==> config.mk <==
export PLATFORM = sky130hd
export DESIGN_NAME = power_trig_seq
export DESIGN_NICKNAME = d
export VERILOG_FILES = /design/src/rtl/power_trig_pkg.sv /design/src/rtl/strobe_counter.sv /design/src/rtl/power_trig_seq.sv
export SDC_FILE = /design/constraint.sdc
export NUM_CORES = 1
export LEC_CHECK = 0
export ABC_AREA = 1
export BUFFER_PORTS_ARGS = -buffer_cell sky130_fd_sc_hd__buf_2
export CAP_MARGIN = 0
export CORE_MARGIN = 1
export CORE_UTILIZATION = 61
export DETAILED_ROUTE_END_ITERATION = 8
export GPL_ROUTABILITY_DRIVEN = 1
export GPL_TIMING_DRIVEN = 0
export HOLD_SLACK_MARGIN = 0.08
export PLACE_DENSITY = 0.8
export REMOVE_ABC_BUFFERS = 1
export SYNTH_ARGS = -nofsm -noshare
export SYNTH_HDL_FRONTEND = slang
export SYNTH_SLANG_ARGS = --single-unit
export TNS_END_PERCENT = 10
==> constraint.sdc <==
create_clock -name clk -period 2.8 [get_ports clk]
set_clock_uncertainty 0.1 [all_clocks]
set_input_delay 0.14 -clock clk [delete_from_list [all_inputs] [get_ports clk]]
set_output_delay 0.14 -clock clk [all_outputs]
set_load 0.005 [all_outputs]
==> src/rtl/power_trig_pkg.sv <==
// Shared definitions for the power-trigger sequencer: state encoding, register
// offsets relative to BASE, and control-word bit positions.
package power_trig_pkg;

    typedef enum logic [2:0] {
        StIdle = 3'd0,
        StHold = 3'd1,
        StWait = 3'd2,
        StCap  = 3'd3,
        StDone = 3'd4
    } state_e;

    localparam logic [1:0] RegHoldoff = 2'd0;
    localparam logic [1:0] RegLen     = 2'd1;
    localparam logic [1:0] RegTimeout = 2'd2;
    localparam logic [1:0] RegCtrl    = 2'd3;

    localparam int unsigned CtrlArm   = 0;
    localparam int unsigned CtrlCont  = 1;
    localparam int unsigned CtrlAbort = 2;

    function automatic logic is_running(state_e s);
        return (s == StHold) || (s == StWait) || (s == StCap);
    endfunction

endpackage

==> src/rtl/strobe_counter.sv <==
// Strobe-qualified counter with synchronous clear; o_tc flags the strobe that
// brings the count up to i_target (i_target must be non-zero when used).
module strobe_counter #(
    parameter int unsigned CNT_W = 16
) (
    input  logic             clk,
    input  logic             reset_n,
    input  logic             i_clr,
    input  logic             i_inc,
    input  logic [CNT_W-1:0] i_target,
    output logic             o_tc
);

    logic [CNT_W-1:0] r_cnt;
    logic [CNT_W-1:0] w_cnt_inc;

    assign w_cnt_inc = r_cnt + CNT_W'(1);

    always_ff @(posedge clk or negedge reset_n) begin
        if (!reset_n) begin
            r_cnt <= '0;
        end else if (i_clr) begin
            r_cnt <= '0;
        end else if (i_inc) begin
            r_cnt <= w_cnt_inc;
        end
    end

    assign o_tc = i_inc && !i_clr && (w_cnt_inc == i_target);

endmodule

==> src/rtl/power_trig_seq.sv <==
// Power-trigger sequencer: holdoff, wait-for-trigger with timeout and a
// strobe-counted capture gate, programmed over the settings bus.
module power_trig_seq
    import power_trig_pkg::*;
#(
    parameter logic [7:0]  BASE  = 8'h00,
    parameter int unsigned CNT_W = 16
) (
    input  logic        clk,
    input  logic        reset_n,
    input  logic        set_stb,
    input  logic [7:0]  set_addr,
    input  logic [31:0] set_data,
    input  logic        strobe,
    input  logic        trig,
    output logic        run,
    output logic        capture,
    output logic        done,
    output logic [31:0] status
);

    logic [CNT_W-1:0] r_holdoff, r_len, r_sh_holdoff, r_sh_len, r_trig_cnt;
    logic [31:0]      r_timeout, r_sh_timeout, r_to_cnt;
    logic             r_cont, r_arm, r_abort, r_to_flag;
    logic             r_run, r_capture, r_done;
    state_e           r_state, w_nxt;

    logic [7:0]  w_off;
    logic        w_hit, w_hold_tc, w_cap_tc, w_to_hit;
    logic        w_arm_take, w_to_fire, w_trig_take;
    logic [15:0] w_trig16;

    assign w_off = set_addr - BASE;
    assign w_hit = set_stb && (w_off[7:2] == 6'd0);

    // Settings registers; arm and abort are one-cycle command pulses.
    always_ff @(posedge clk or negedge reset_n) begin
        if (!reset_n) begin
            r_holdoff <= '0;
            r_len     <= '0;
            r_timeout <= '0;
            r_cont    <= 1'b0;
            r_arm     <= 1'b0;
            r_abort   <= 1'b0;
        end else begin
            r_arm   <= 1'b0;
            r_abort <= 1'b0;
            if (w_hit) begin
                unique case (w_off[1:0])
                    RegHoldoff: r_holdoff <= set_data[CNT_W-1:0];
                    RegLen:     r_len     <= set_data[CNT_W-1:0];
                    RegTimeout: r_timeout <= set_data;
                    RegCtrl: begin
                        r_cont  <= set_data[CtrlCont];
                        r_arm   <= set_data[CtrlArm];
                        r_abort <= set_data[CtrlAbort];
                    end
                endcase
            end
        end
    end

    strobe_counter #(.CNT_W(CNT_W)) u_hold_cnt (
        .clk      (clk),
        .reset_n  (reset_n),
        .i_clr    (r_state != StHold),
        .i_inc    (strobe),
        .i_target (r_sh_holdoff),
        .o_tc     (w_hold_tc)
    );

    strobe_counter #(.CNT_W(CNT_W)) u_cap_cnt (
        .clk      (clk),
        .reset_n  (reset_n),
        .i_clr    (r_state != StCap),
        .i_inc    (strobe),
        .i_target (r_sh_len),
        .o_tc     (w_cap_tc)
    );

    assign w_to_hit    = (r_sh_timeout != 32'd0) && (r_to_cnt == r_sh_timeout - 32'd1);
    assign w_arm_take  = (r_state == StIdle) && r_arm && !r_abort;
    assign w_trig_take = (r_state == StWait) && trig && !r_abort;
    assign w_to_fire   = (r_state == StWait) && !trig && w_to_hit && !r_abort;

    always_comb begin
        w_nxt = r_state;
        unique case (r_state)
            StIdle: if (r_arm) w_nxt = (r_holdoff == '0) ? StWait : StHold;
            StHold: if (w_hold_tc) w_nxt = StWait;
            StWait: begin
                if (trig) begin
                    w_nxt = (r_sh_len == '0) ? StDone : StCap;
                end else if (w_to_hit) begin
                    w_nxt = StDone;
                end
            end
            StCap:  if (w_cap_tc) w_nxt = StDone;
            StDone: begin
                if (r_cont && !r_to_flag) begin
                    w_nxt = (r_sh_holdoff == '0) ? StWait : StHold;
                end else begin
                    w_nxt = StIdle;
                end
            end
            default: w_nxt = StIdle;
        endcase
        if (r_abort) w_nxt = StIdle;
    end

    // Outputs are decoded from the next state so they line up with r_state.
    always_ff @(posedge clk or negedge reset_n) begin
        if (!reset_n) begin
            r_state      <= StIdle;
            r_run        <= 1'b0;
            r_capture    <= 1'b0;
            r_done       <= 1'b0;
            r_sh_holdoff <= '0;
            r_sh_len     <= '0;
            r_sh_timeout <= '0;
            r_to_cnt     <= '0;
            r_to_flag    <= 1'b0;
            r_trig_cnt   <= '0;
        end else begin
            r_state   <= w_nxt;
            r_run     <= is_running(w_nxt);
            r_capture <= (w_nxt == StCap);
            r_done    <= (w_nxt == StDone);
            r_to_cnt  <= (r_state == StWait) ? r_to_cnt + 32'd1 : 32'd0;
            if (w_arm_take) begin
                r_sh_holdoff <= r_holdoff;
                r_sh_len     <= r_len;
                r_sh_timeout <= r_timeout;
                r_to_flag    <= 1'b0;
            end
            if (w_to_fire) r_to_flag <= 1'b1;
            if (w_trig_take && (r_trig_cnt != '1)) r_trig_cnt <= r_trig_cnt + CNT_W'(1);
        end
    end

    assign w_trig16 = 16'(r_trig_cnt);
    assign run      = r_run;
    assign capture  = r_capture;
    assign done     = r_done;
    assign status   = {w_trig16, 8'h00, 3'b000, r_cont, r_to_flag, r_state};

endmodule

==> summary.txt <==
outcome - finished, final reports clean
PwrDens - 535 nW/um^2
max-cap violation count - 0
crit start category - flip-flop
TritonCTS clock tree - done
worst IR drop on VDD - 0.459 mV
Filler Cell Count - 1378
total track usage - 30.9%
register bit count reported by yosys - 218
max incr delay on CP - 440 ps
DR WL/cell - 16.0 microns
Slew Limit Headroom - 23.1%
full die area - 19700 sq um
initial antenna violation count - 0
CTS H-Tree Depth - 1
Worst Path Max Fanout - 13
Worst-Skew Late Latency - 540 ps
Starting DRT DRC Count - 961
largest family of logic cells by synthesized area - simple AND/OR/NAND/NOR gates
vias - 10.5k
Sw Ratio - 25.3%
post-layout util - 72.7%
CP Cell Sequence - nor2_1 > inv_2 > nor4_4 > buf_4 > buf_6 > buf_4 > buf_4 > buf_4 > buf_4 > mux2_2
dominant cells by area after synthesis - dfrtp_1 (47%), nand2_1 (12%), inv_1 (5.2%)
Top Ports - 80
clock sinks - 218
row count - 50
Setup CP Type - reg -> reg
top-count cell post-synth - nand2_1
met3 Track Usage GR - 4.17%
slew at the pin with the worst max-slew slack - 1150 ps
Finish-stage setup viols - 0
fin crit share - 98.0%
number of flops mapped to enable cells by yosys - 0
total CTS buffers - 24
vias in the first global route - 10.0k
DR pass1 iterations - 5
switching pwr - 1.84 mW
ys flop type - dfrtp_1
simple logic cell fraction of the synthesized area - 27.8%
fin crit period - 2740 ps
leakage power - 6.70 nW
Clk pwr share - 45.8%
Remaining DRCs - 0
Die Ht - 140 microns
delay-heaviest family, CP - buffers and inverters
CP most frequent cell - buf_4
global-route wire length before repair - 48.8 mm
RSZ-0062 raised after global routing - true
port bufs - 68
fraction of layout cells with a size suffix above 1 - 14.2%
final max-slew violation count - 0
fin nets - 1641
Synth top cells by count - nand2_1 (373), dfrtp_1 (218), inv_1 (163)
Levels on crit path - 10
fmax - 364 MHz
Clock transition at path regs - 60 ps
ANT nets after route - 0
top flop regs - r_sh_timeout x32, r_timeout x32, r_to_cnt x32
WL final - 29.5 mm
Area growth, synth to finish - 16.7%
crit path from - r_state[1]$_DFF_PN0_
Fin. Hold Viols - 0
grt met1 use - 43.6%
ANT cells - 0
DP Area - 12200 sq um
CTS Root Cell - clkbuf_16
post-synth top area share - 46.8%
post-route cell area - 13600 sq um
RD Place Congestion - 0.915
largest net degree at the start of global routing - 122
post-synthesis async set-or-reset flop share - 100%
Arrival @ worst endpoint - 3050 ps
post-DP HPWL - 20.3 mm
Post-Synth XOR/XNOR Area - 4.36%
Worst Path Required - 3100 ps
Synth Instances - 1478
mux share of post-synthesis cell area - 4.15%
reg2reg start - r_state[1]$_DFF_PN0_
YS warnings - 0
area leader, netlist - dfrtp_1
global route hottest layer - met2
Die W - 140 microns
post-synthesis compound-gate area fraction - 8.35%
post-synthesis adder-cell area fraction - 0.537%
Combinational Power Share - 8.7%
Core Box Area - 18700 sq um
met2 Resource Use GR - 49.9%
mapped cell area - 11700 sq um
WP buf/inv - 7
Seq pwr share - 45.5%
Seq/Total Area, Yosys - 46.8%
Yosys cell types - 44
r2r worst-path depth - 10
Hold Crit Class - in -> async
Pint - 5.44 mW
Initial Util - 62.3%
clk buf depth - 3
CP max stage cell - dfrtp_1
Overflow after GRT - 0
CP endpoint kind - flip-flop
via-per-instance ratio - 5.67
Mean Syn Cell Area - 7.89 sq um
Final Power - 7.28 mW
-- through the flow --
step | setup slack (ps) | instances | hold slack [ps] | setup TNS (ps)
after floorplan | -5890 | 1443 | -256 | -368960
after global placement | -9600 | 1745 | 270 | -1088060
after detailed placement | -449 | 1756 | 113 | -3000
after CTS | 20.7 | 1841 | 154 | 0
after global routing | -73.6 | 1843 | 210 | -199
final | 55.2 | 1843 | 135 | 0
-- per-layer routing --
metal / vias up / routed length (microns)
met4: 0 / 770
met1: 5016 / 12900
met5: - / 0
met3: 73 / 1960
li1: 5005 / -
met2: 365 / 13800
-- power groups by stage --
stage	clock network (mW)	logic (mW)	registers (mW)
after floorplan	0	0.299	3.35
after detailed placement	0	0.547	3.36
after global placement	0	0.522	3.36
after CTS	3.36	0.613	3.31
final	3.33	0.633	3.32
after global routing	3.49	0.700	3.32
-- logic make-up after synthesis --
kind of cell | count (synthesis)
flip-flops | 218
XOR/XNOR | 58
buffers and inverters | 230
other | 1
AND/OR/NAND/NOR | 740
multiplexers | 43
adder cells (fa/ha/maj) | 5
AO/OA/AOI/OAI | 183
-- area by class of cell --
| class | count | area [sq um] | share of cell area [%] |
|---|---|---|---|
| clock inverters | 14 | 196 | 1.44 |
| repair buffers | 122 | 895 | 6.58 |
| multi-input cells | 1040 | 5430 | 39.9 |
| well taps | 234 | 293 | 2.15 |
| flip-flops and latches | 218 | 5460 | 40.1 |
| inverters | 185 | 699 | 5.14 |
| clock buffers | 30 | 633 | 4.66 |
-- timing repair --
| item | 4_1_cts | 5_1_grt |
|---|---|---|
| endpoints found under the setup margin | 25 | 11 |
| resized for setup | 9 | 19 |
| pin swaps | 0 | 4 |
| hold endpoints to repair | 187 | 0 |
| hold buffers | 41 | 0 |
| buffers inserted | 0 | 2 |
-- cell usage in the layout, fill, tap and decap left out, types with 23 or more instances in the layout --
master	netlist	final
buf_2	4	67
nand4_1	33	33
o22ai_1	23	23
nand2_1	373	369
nand3_1	90	87
mux2_2	43	43
inv_1	163	163
clkbuf_16	0	24
o21ai_0	114	114
dfrtp_1	218	218
nor2_1	151	144
nor3_1	29	28
xor2_1	45	45
dlygate4sd3_1	0	41
-- final timing paths --
check | endpoint | slack [ps]
min | r_to_cnt[31]$_DFF_PN0_ | 140
min reg2reg | r_sh_timeout[19]$_DFFE_PN0P_ | 380
min in group clk | r_timeout[16]$_DFFE_PN0P_ | 290
max reg2reg | r_sh_timeout[31]$_DFFE_PN0P_ | 60
max | r_sh_timeout[31]$_DFFE_PN0P_ | 60
max in group asynchronous | r_sh_len[4]$_DFFE_PN0P_ | 1430
(Power assumes the default switching activity.)
